`src/rtl/fetch_stage.sv`:
```
// fetch_stage: instruction fetch between the PC register and IF/ID.
// Ports: clk_i/rst_i (async low); start_i, pc_i, stall_i, flush_i in;
//   pc_write_o to the PC register; imem_req_o/imem_addr_o/imem_ack_i/
//   imem_data_i memory handshake; ifid_valid_o/pc_o/pc4_o/inst_o out.
//   Optional FETCH_PERF_EN macro adds perf_fetch_cnt_o, perf_wait_cnt_o.
module fetch_stage #(
   parameter logic [31:0] NOP_INST = 32'h0000_0000,
   parameter logic [31:0] PC_INC   = 32'd4
) (
   input  logic        clk_i,
   input  logic        rst_i,
   input  logic        start_i,
   input  logic [31:0] pc_i,
   input  logic        stall_i,
   input  logic        flush_i,
   output logic        pc_write_o,
   output logic        imem_req_o,
   output logic [31:0] imem_addr_o,
   input  logic        imem_ack_i,
   input  logic [31:0] imem_data_i,
   output logic        ifid_valid_o,
   output logic [31:0] ifid_pc_o,
   output logic [31:0] ifid_pc4_o,
   output logic [31:0] ifid_inst_o
`ifdef FETCH_PERF_EN
   ,
   output logic [31:0] perf_fetch_cnt_o,
   output logic [31:0] perf_wait_cnt_o
`endif
);

   typedef enum logic [1:0] {
      IDLE,
      FETCH,
      HOLD,
      DRAIN
   } state_t;

   state_t      state;
   state_t      state_nx;
   logic [31:0] addr_q;
   logic [31:0] skid_pc;
   logic [31:0] skid_inst;
   logic        accept;
   logic        skid_move;
   logic        squash;
   logic        bubble;
   logic        park;

   always_comb begin
      state_nx    = state;
      pc_write_o  = 1'b0;
      imem_req_o  = 1'b0;
      imem_addr_o = 32'h0;
      accept      = 1'b0;
      skid_move   = 1'b0;
      squash      = 1'b0;
      bubble      = 1'b0;
      park        = 1'b0;
      case (state)
         IDLE: begin
            if (start_i) state_nx = FETCH;
         end
         FETCH: begin
            imem_req_o  = 1'b1;
            imem_addr_o = pc_i;
            if (flush_i) begin
               pc_write_o = 1'b1;
               squash     = 1'b1;
               // request still outstanding: wait out its ack
               if (!imem_ack_i) state_nx = DRAIN;
            end else if (imem_ack_i && stall_i) begin
               park     = 1'b1;
               state_nx = HOLD;
            end else if (imem_ack_i) begin
               accept     = 1'b1;
               pc_write_o = 1'b1;
            end else if (!stall_i) begin
               bubble = 1'b1;
            end
         end
         HOLD: begin
            if (flush_i) begin
               pc_write_o = 1'b1;
               squash     = 1'b1;
               state_nx   = FETCH;
            end else if (!stall_i) begin
               skid_move  = 1'b1;
               pc_write_o = 1'b1;
               state_nx   = FETCH;
            end
         end
         DRAIN: begin
            // old address held while the PC already moved
            imem_req_o  = 1'b1;
            imem_addr_o = addr_q;
            if (flush_i) begin
               pc_write_o = 1'b1;
               squash     = 1'b1;
            end
            // the stale response closes the old transaction
            if (imem_ack_i) state_nx = FETCH;
         end
         default: state_nx = IDLE;
      endcase
   end

   always_ff @(posedge clk_i or negedge rst_i) begin
      if (!rst_i) begin
         state     <= IDLE;
         addr_q    <= 32'h0;
         skid_pc   <= 32'h0;
         skid_inst <= 32'h0;
      end else begin
         state <= state_nx;
         if (state == FETCH) addr_q <= imem_addr_o;
         if (park) begin
            skid_pc   <= imem_addr_o;
            skid_inst <= imem_data_i;
         end else if (squash) begin
            skid_pc   <= 32'h0;
            skid_inst <= 32'h0;
         end
      end
   end

   always_ff @(posedge clk_i or negedge rst_i) begin
      if (!rst_i) begin
         ifid_valid_o <= 1'b0;
         ifid_pc_o    <= 32'h0;
         ifid_pc4_o   <= 32'h0;
         ifid_inst_o  <= NOP_INST;
      end else begin
         unique case (1'b1)
            accept: begin
               ifid_valid_o <= 1'b1;
               ifid_pc_o    <= imem_addr_o;
               ifid_pc4_o   <= imem_addr_o + PC_INC;
               ifid_inst_o  <= imem_data_i;
            end
            skid_move: begin
               ifid_valid_o <= 1'b1;
               ifid_pc_o    <= skid_pc;
               ifid_pc4_o   <= skid_pc + PC_INC;
               ifid_inst_o  <= skid_inst;
            end
            squash, bubble: begin
               ifid_valid_o <= 1'b0;
               ifid_inst_o  <= NOP_INST;
            end
            default: ;
         endcase
      end
   end

`ifdef FETCH_PERF_EN
   always_ff @(posedge clk_i or negedge rst_i) begin
      if (!rst_i) begin
         perf_fetch_cnt_o <= 32'h0;
         perf_wait_cnt_o  <= 32'h0;
      end else begin
         if (accept || skid_move)
            perf_fetch_cnt_o <= perf_fetch_cnt_o + 32'd1;
         if (imem_req_o && !imem_ack_i)
            perf_wait_cnt_o <= perf_wait_cnt_o + 32'd1;
      end
   end
`endif

endmodule

```
`config.mk`:
```
export PLATFORM = sky130hd
export DESIGN_NAME = fetch_stage
export DESIGN_NICKNAME = d
export VERILOG_FILES = /design/src/rtl/fetch_stage.sv
export SDC_FILE = /design/constraint.sdc
export NUM_CORES = 1
export LEC_CHECK = 0
export BUFFER_PORTS_ARGS = -buffer_cell sky130_fd_sc_hd__buf_2
export CORE_MARGIN = 4
export CORE_UTILIZATION = 49
export CTS_CLUSTER_SIZE = 8
export DETAILED_ROUTE_END_ITERATION = 8
export PLACE_DENSITY = 0.77
export SETUP_SLACK_MARGIN = 0.2
export SLEW_MARGIN = 0
export SYNTH_ARGS = -nofsm -noshare
export SYNTH_HDL_FRONTEND = slang
export SYNTH_SLANG_ARGS = --single-unit
```
`constraint.sdc`:
```
create_clock -name clk_i -period 3 [get_ports clk_i]
set_input_delay 0.3 -clock clk_i [delete_from_list [all_inputs] [get_ports clk_i]]
set_output_delay 0.3 -clock clk_i [all_outputs]
set_load 0.01 [all_outputs]
```
### After elaboration in Yosys (flattened, before gate mapping)

Index checks and enable logic that the tools add are counted.

| storage, ports and cells | value |
|---|---|
| register bits | 195 |
| input port bits | 70 |
| output and inout bits | 131 |
| word-level logic and storage cells | 65 |

| cells by class | value |
|---|---|
| add/subtract/negate cells | 2 |
| equal/unequal tests | 8 |
| mux-type cells | 36 |
| reduce and logical (&&, ||, !) cells | 11 |

Operator list:

| operator | count |
|---|---|
| 32-bit case mux with 2 select lines | 3 |
| 32-bit two-way mux | 3 |
| 32-bit case mux with 3 select lines | 1 |
| 32-bit by 3-bit adder with 32-bit output, second input constant | 2 |
| 1-bit two-way mux | 19 |
| 2-bit two-way mux | 7 |
| 3-bit != test, second input constant | 3 |
| 2-bit case mux with 4 select lines | 1 |
| 2-bit nonzero test | 3 |
| 2-bit OR reduction | 3 |
| 5-bit AND reduction | 1 |
| 2-bit == test, second input constant | 2 |
| 2-bit != test, second input constant | 2 |
| 1-bit case mux with 3 select lines | 1 |
| 3-bit nonzero test | 1 |
| 3-bit OR reduction | 1 |
| 2-bit by 1-bit == test with 1-bit output, second input constant | 1 |
| 2-bit zero test | 1 |
| 1-bit case mux with 2 select lines | 1 |
| 1-bit logical AND | 1 |

### Longest topological paths before layout

Gate-level depths: netlist (run 1).

| logic depth | value |
|---|---|
| depth after elaboration | 7 |
| depth in mapped cells | 16 |
| gate-level depth less buffers | 12 |

### Least setup slack after synthesis (run 1)

OpenSTA, ideal clock, no wires.

| timing | value |
|---|---|
| kind | register -> register |
| from | register state[0] |
| to | register ifid_pc4_o[28] |
| setup time | 0.137 ns |
| arrival time | 3.134 ns |
| required time | 2.863 ns |
| path slack | -0.271 ns |
| cell stages (with the launch flop) | 17 |
| buffers on the path | 4 |
| period minus slack after synthesis | 3.271 ns |
| cells stage by stage | dfrtp_1 inv_1 ha_1 or3b_1 buf_2 buf_2 clkbuf_1 clkbuf_1 nor2_1 a21oi_1 ha_1 o211ai_1 a211oi_2 nand2_2 nor4_2 xor2_1 a21oi_1 |

| on the way | value |
|---|---|
| longest elaborated chain between the ends | 4 |
| elaborated cells between the ends (all ways) | 9 |
| classes of those cells | add/sub (1); eq/ne (3); mux (4); reduce/logical (1) |

RTL lines:

| item | RTL line | source |
|---|---|---|
| from (decl) | 39 | `state_t state;` |
| from (signal assigned) | 115 | `state <= state_nx;` |
| 2-bit == test / 2-bit by 1-bit == test with 1-bit output (equally long branches) | 60 | `case (state)` |
| 32-bit case mux with 2 select lines | 60 |  |
| 32-bit by 3-bit adder with 32-bit output | 138 | `ifid_pc4_o <= imem_addr_o + PC_INC;` |
| 32-bit case mux with 2 select lines | 134 | `unique case (1'b1)` |
| to (signal assigned) | 138 |  |
| to (signal assigned) | 144 | `ifid_pc4_o <= skid_pc + PC_INC;` |
| to (decl) | 23 | `output logic [31:0] ifid_pc4_o,` |

Parallel ways exist; a longest one is shown, timed or not.
A chain may end at the register's enable or synchronous reset.

### Final worst setup path (run 1)

| timing | value |
|---|---|
| from | register state[0] |
| to | register ifid_pc4_o[18] |

The elaborated chain is that of the path after synthesis.

==> results of run 1 <==
[per-stage QoR]
step	instance area [sq um]	total power (W)	hold WS [ns]	setup slack (ns)
after floorplan	8990	0.00652	0.00441	0.00790
after global placement	10500	0.00854	0.445	0.0930
after detailed placement	10500	0.00867	0.444	0.0293
after CTS	11100	0.0111	0.0875	0.182
after global routing	11400	0.0121	0.0877	0.138
final	11400	0.0113	0.0993	0.253
[layer usage]
| layer | global-route usage | vias to the layer above |
|---|---|---|
| met1 | 0.346 | 3702 |
| li1 | - | 3634 |
| met5 | 0 | - |
| met2 | 0.356 | 351 |
| met4 | 0.0740 | 4 |
| met3 | 0.0606 | 58 |
[power groups by stage]
stage               Sequential [W]  Clock (W)  Combinational, W
finish                     0.00386    0.00231           0.00516
detailed placement         0.00388          0           0.00479
global route               0.00394    0.00247           0.00567
floorplan                  0.00397          0           0.00255
global placement           0.00385          0           0.00469
CTS                        0.00384    0.00235           0.00487
[how the worst max path moves through the flow]
stage	start	to	slack [ns]	cells after the start
floorplan	state[0]$_DFFE_PN0P_	ifid_pc4_o[22]$_DFFE_PN0P_	0.008	15
global placement	state[0]$_DFFE_PN0P_	ifid_pc4_o[31]$_DFFE_PN0P_	0.09	11
detailed placement	state[0]$_DFFE_PN0P_	ifid_pc4_o[31]$_DFFE_PN0P_	0.03	11
CTS	state[0]$_DFFE_PN0P_	ifid_pc4_o[18]$_DFFE_PN0P_	0.18	14
global route	state[1]$_DFFE_PN0P_	ifid_pc4_o[31]$_DFFE_PN0P_	0.14	11
finish	state[0]$_DFFE_PN0P_	ifid_pc4_o[18]$_DFFE_PN0P_	0.25	11
[cells by family (layout without fill, tap and decap cells)]
| family | Yosys count | count (layout) | share of synthesized area |
|---|---|---|---|
| mux | 39 | 39 | 0.0442 |
| flops | 193 | 193 | 0.541 |
| other cells | 0 | 2 | 0 |
| compound gates | 287 | 287 | 0.195 |
| simple gates | 240 | 240 | 0.121 |
| xor+xnor | 33 | 33 | 0.0324 |
| fa+ha+maj | 5 | 5 | 0.00701 |
| buf+inv | 133 | 370 | 0.0590 |
[flip-flops by register name, indices dropped and copies added, names as in the netlist]
register and count:
ifid_pc_o 32, addr_q 32, ifid_valid_o 1, skid_inst 32, skid_pc 32, ifid_pc4_o 30, ifid_inst_o 32, state 2
[synthesized netlist by cell type, drive strengths merged (6+ instances only)]
cell type / n
a21oi: 26
a22o: 32
a22oi: 39
a41oi: 6
buf: 19
clkbuf: 43
dfrtp: 193
inv: 71
mux2i: 36
nand2: 155
nand3: 13
nor2: 34
nor3: 12
nor4: 8
o21ai: 165
or2: 6
xnor2: 18
xor2: 15
[cell type report]
cell class | instances | area (sq um)
inverter | 71 | 267
fill | 1456 | 6580
tap | 229 | 287
multi-input combinational | 604 | 3770
clock buffer | 18 | 439
clock inverter | 14 | 165
antenna | 2 | 5.00
sequential | 193 | 4830
timing repair buffer | 267 | 1620
[critical path, cell delays in order, from the launching register on]
cell      delay (ns)
dfrtp_2         0.43
inv_2           0.09
ha_4            0.14
or3b_4          0.47
buf_12          0.21
or2_1           0.27
a211oi_2        0.25
buf_4           0.17
and2b_2         0.21
nand3_1         0.11
xnor2_1         0.19
o21ai_1         0.07
[repair_timing]
item                                    4_1_cts  5_1_grt
endpoints found under the setup margin       15       45
resized for setup                             5       26
pin swaps                                     2       12
setup buffers                                 2       12
cloned                                        0        1
endpoints found under the hold margin        77        0
hold buffers                                  1        0
==> summary.txt, run 1 <==
Worst hold path
  – Worst min-delay path endpoint: skid_inst[1]$_DFFE_PN0P_
  – Min-Delay Path Class: in2reg
  – Hold Crit Depth: 2
  – Hold path startpoint: imem_data_i[1]

Drt
  – Max Used Layer: met5
  – Initial DRC count: 732
  – First-pass detailed-route iteration total: 7
  – Wire length on met3: 1.99 mm
  – Wire length on met2: 11.8 mm
  – Via/cell ratio: 5.54
  – Post-DR wirelength/cell: 18.1 microns
  – DRC: 0
  – Total wire length: 25.3 mm
  – Vias post-DR: 7749
  – Metal1 wirelength: 10.9 mm
  – Post-DRT Antenna Nets: 0

Global routing
  – Largest net degree at the start of global routing: 100
  – Gr ovfl total: 0
  – First-pass GRT wire length: 38.6 mm
  – Total track usage: 0.239
  – Vias in the first global route: 7343
  – Initial antenna violation count: 4

STA
  – Crit share post-route: 0.916
  – Skew final: 0.00954 ns
  – Final-report hold violation count: 0
  – # setup viols final: 0
  – Unrepaired setup endpoints after global routing: true
  – Final slew viol count: 0
  – Final min period: 2.75 ns
  – Slew margin rel.: 0.458
  – FMAX: 364 MHz
  – Worst Max-Slew Pin Slew: 0.813 ns
  – Setup TNS: 0 ns

Yosys
  – Yosys warning count: 0
  – Synth area leaders: dfrtp_1, o21ai_0, nand2_1
  – Post-synthesis cell count: 930
  – Sequential fraction of the synthesis area: 0.541
  – Post-synthesis register bit count: 193
  – Asr flop ratio synth: 1.00
  – Count of cell types in the netlist: 49
  – EDFF count, synth: 0
  – Synth Area per Inst: 9.60 sq um
  – Synth area leader: dfrtp_1
  – Post-synthesis cell area: 8920 sq um
  – Top cell type's share of synthesized area: 0.541
  – Primary FF master, synth: dfrtp_1
  – Syn Nets: 1005

Setup path
  – Reg2Reg Setup Slack: 0.25 ns
  – Worst Setup Path Type: reg2reg
  – Reg2reg start: state[0]$_DFFE_PN0P_
  – Critical path required time: 3.30 ns
  – Critical Path End Type: flip-flop
  – Arr. time, crit path: 3.05 ns
  – Worst R2R End: ifid_pc4_o[18]$_DFFE_PN0P_
  – Critical Path Fanout Max: 38
  – Length in cells of the worst reg-to-reg path: 11
  – Startpoint Class: flip-flop

Finish
  – Area growth, synth to finish: 27.6%
  – Most common cell after layout, fill and taps aside: buf_2
  – Fin util: 0.634
  – Most frequent cells in the layout: buf_2, dfrtp_1, o21ai_0
  – Post-Layout Cell Count: 1398
  – Nets: 1229
  – Share of cells above drive strength 1: 0.301

Placed design
  – Dpl cells: 1348
  – Port buffer count: 200
  – Hpwl dp: 17.3 mm
  – RePlAce Congestion: 0.920

Pwr
  – Pint: 0.00668 W
  – Comb power frac: 0.455
  – Clock network power share: 0.204
  – P_leak: 5.96 nW
  – Sw power: 0.00465 W
  – Worst vdd ir: 578 uV
  – Pwr Density: 995 nW/um^2
  – Net Sw Frac: 0.410
  – Part of the power in registers: 0.341

Clocking
  – Clk pin slew, worst setup/hold paths: 0.08 ns
  – TritonCTS clock tree: done
  – Clock sinks: 193
  – CTS Root Cell: clkbuf_16
  – Clk buf depth: 2
  – Htree depth: 4
  – CTS buffer count: 17
  – Clk_lat worst skew: 0.44 ns

Floorplanning
  – Initial core utilization: 0.497
  – # rows: 49
  – CORE AREA: 18000 sq um
  – Die Y: 143 microns
  – Die width: 143 microns
  – IO Pins: 201
  – Full die area: 20400 sq um

Outcome
  – Outcome: finished clean

Job
  – Max-Cap Viols: 0
Power figures use the tool's default switching activity.
==> inputs of run 2 (changes only) <==
==> constraint.sdc (replaced) <==
create_clock -name clk_i -period 3 [get_ports clk_i]
set_input_delay 0.15 -clock clk_i [delete_from_list [all_inputs] [get_ports clk_i]]
set_output_delay 0.15 -clock clk_i [all_outputs]
set_load 0.01 [all_outputs]
==> summary.txt, run 2 (same netlist as run 1, synthesis figures left out) <==
STA
  – FMAX: 351 MHz
  – Crit share post-route: 0.949
  – Unrepaired setup endpoints after global routing: true
  – Final slew viol count: 0
  – Setup TNS: 0 ns
  – Slew margin rel.: 0.452
  – Skew final: 0.00615 ns
  – # setup viols final: 0
  – Worst Max-Slew Pin Slew: 0.822 ns
  – Final min period: 2.85 ns
  – Final-report hold violation count: 0

Setup path
  – Worst Setup Path Type: reg2reg
  – Critical Path Fanout Max: 7
  – Reg2Reg Setup Slack: 0.15 ns
  – Arr. time, crit path: 3.16 ns
  – Startpoint Class: flip-flop
  – Critical Path End Type: flip-flop
  – Critical path required time: 3.32 ns

Floorplanning
  – Die width: 143 microns
  – Die Y: 143 microns
  – # rows: 49
  – Full die area: 20400 sq um
  – Initial core utilization: 0.497
  – CORE AREA: 18000 sq um
  – IO Pins: 201

Global routing
  – Gr ovfl total: 0
  – Vias in the first global route: 7872
  – Largest net degree at the start of global routing: 97
  – Total track usage: 0.256
  – First-pass GRT wire length: 41.5 mm
  – Initial antenna violation count: 2

Placed design
  – Dpl cells: 1354
  – Hpwl dp: 17.7 mm
  – DP Area: 10500 sq um
  – RePlAce Congestion: 0.905
  – Port buffer count: 200

Pwr
  – Worst vdd ir: 589 uV
  – Total Power: 0.0115 W
  – Pwr Density: 965 nW/um^2
  – P_leak: 6.22 nW

Finish
  – Design Area, Final: 11900 sq um
  – Nets: 1278
  – Area growth, synth to finish: 33.3%
  – Most common cell after layout, fill and taps aside: buf_2
  – Share of cells above drive strength 1: 0.301
  – Most frequent cells in the layout: buf_2, dfrtp_1, o21ai_0
  – Post-Layout Cell Count: 1446
  – Filler cells: 1366

Clocking
  – TritonCTS clock tree: done
  – Clk_lat worst skew: 0.43 ns
  – Clk buf depth: 2
  – CTS Root Cell: clkbuf_16
  – Clock sinks: 193
  – Clk pin slew, worst setup/hold paths: 0.07 ns
  – Htree depth: 4
  – CTS buffer count: 17

Drt
  – Total wire length: 26.6 mm
  – Initial DRC count: 676
  – DRC: 0
  – Post-DRT Antenna Nets: 0
  – First-pass detailed-route iteration total: 5
  – Via/cell ratio: 5.58
  – Post-DR wirelength/cell: 18.4 microns
  – Vias post-DR: 8068

Worst hold path
  – Min-Delay Path Class: in2reg

Outcome
  – Outcome: finished clean

Job
  – Max-Cap Viols: 0
## run 2: changes by cell type in the layout (fill, tap and decap cells not counted), sizes merged
| cell | delta |
|---|---|
| clkinv | -1 |
| clkbuf | +1 |
| buf | +14 |
| dlygate4sd3 | +33 |
| inv | +2 |
| diode | -1 |
## run 2: layout make-up
class | instances | area (sq um) | area share
Sequential cell | 193 | 4830 | 0.406
Clock buffer | 17 | 425 | 0.0358
Clock inverter | 15 | 164 | 0.0138
Multi-Input combinational cell | 604 | 3800 | 0.320
Tap cell | 229 | 287 | 0.0241
Antenna cell | 1 | 2.50 | 0.000210
Timing Repair Buffer | 316 | 2110 | 0.178
Inverter | 71 | 269 | 0.0226
## run 2: final timing paths
| check | start | to | cells past startpoint |
|---|---|---|---|
| max | state[0]$_DFFE_PN0P_ | ifid_pc4_o[28]$_DFFE_PN0P_ | 11 |
| min | pc_i[2] | addr_q[2]$_DFFE_PN0N_ | 3 |
| max reg2reg | state[0]$_DFFE_PN0P_ | ifid_pc4_o[28]$_DFFE_PN0P_ | 11 |
| min reg2reg | ifid_pc4_o[19]$_DFFE_PN0P_ | ifid_pc4_o[19]$_DFFE_PN0P_ | 2 |
| max in group asynchronous | rst_i | addr_q[25]$_DFFE_PN0N_ | 3 |
| min in group asynchronous | rst_i | ifid_pc_o[19]$_DFFE_PN0P_ | 2 |
## run 2: power breakdown
part | internal [W] | leakage (nW) | switching [W]
Sequential | 0.00336 | 2.49 | 0.000483
Combinational | 0.00221 | 3.44 | 0.00313
Clock | 0.00119 | 0.293 | 0.00110
## run 2: routing by layer
| metal | up-vias | part of all wire | track usage |
|---|---|---|---|
| met5 | - | 0.00079 | 0 |
| li1 | 3728 | - | - |
| met3 | 62 | 0.080 | 0.0623 |
| met4 | 4 | 0.024 | 0.0875 |
| met1 | 3914 | 0.42 | 0.361 |
| met2 | 360 | 0.47 | 0.389 |
## run 2: repair_timing
| action | 4_1_cts | 5_1_grt |
|---|---|---|
| endpoints found under the setup margin | 13 | 21 |
| hold buffers | 34 | 0 |
| resized for setup | 8 | 32 |
| cloned | 0 | 4 |
| pin swaps | 4 | 21 |
| buffers inserted | 5 | 16 |
| hold endpoints to repair | 127 | 0 |
## run 2: critical path: stages, from the launching register on
cell and delay (ns):
dfrtp_2 0.43, inv_4 0.07, ha_4 0.14, or3b_4 0.48
a21oi_4 0.22, ha_4 0.15, o211ai_1 0.12, a211oi_2 0.33
nand2_2 0.20, nor4_4 0.32, xor2_1 0.17, a21oi_1 0.08
## run 2: per-stage QoR
stage               worst slack, ns   util  hold slack, ns
floorplan                   0.00790      -          -0.146
global placement              0.124  0.585           0.298
detailed placement           0.0423  0.585           0.302
CTS                           0.187  0.641          0.0165
global route                0.00927  0.662          0.0320
finish                        0.154  0.662          0.0248
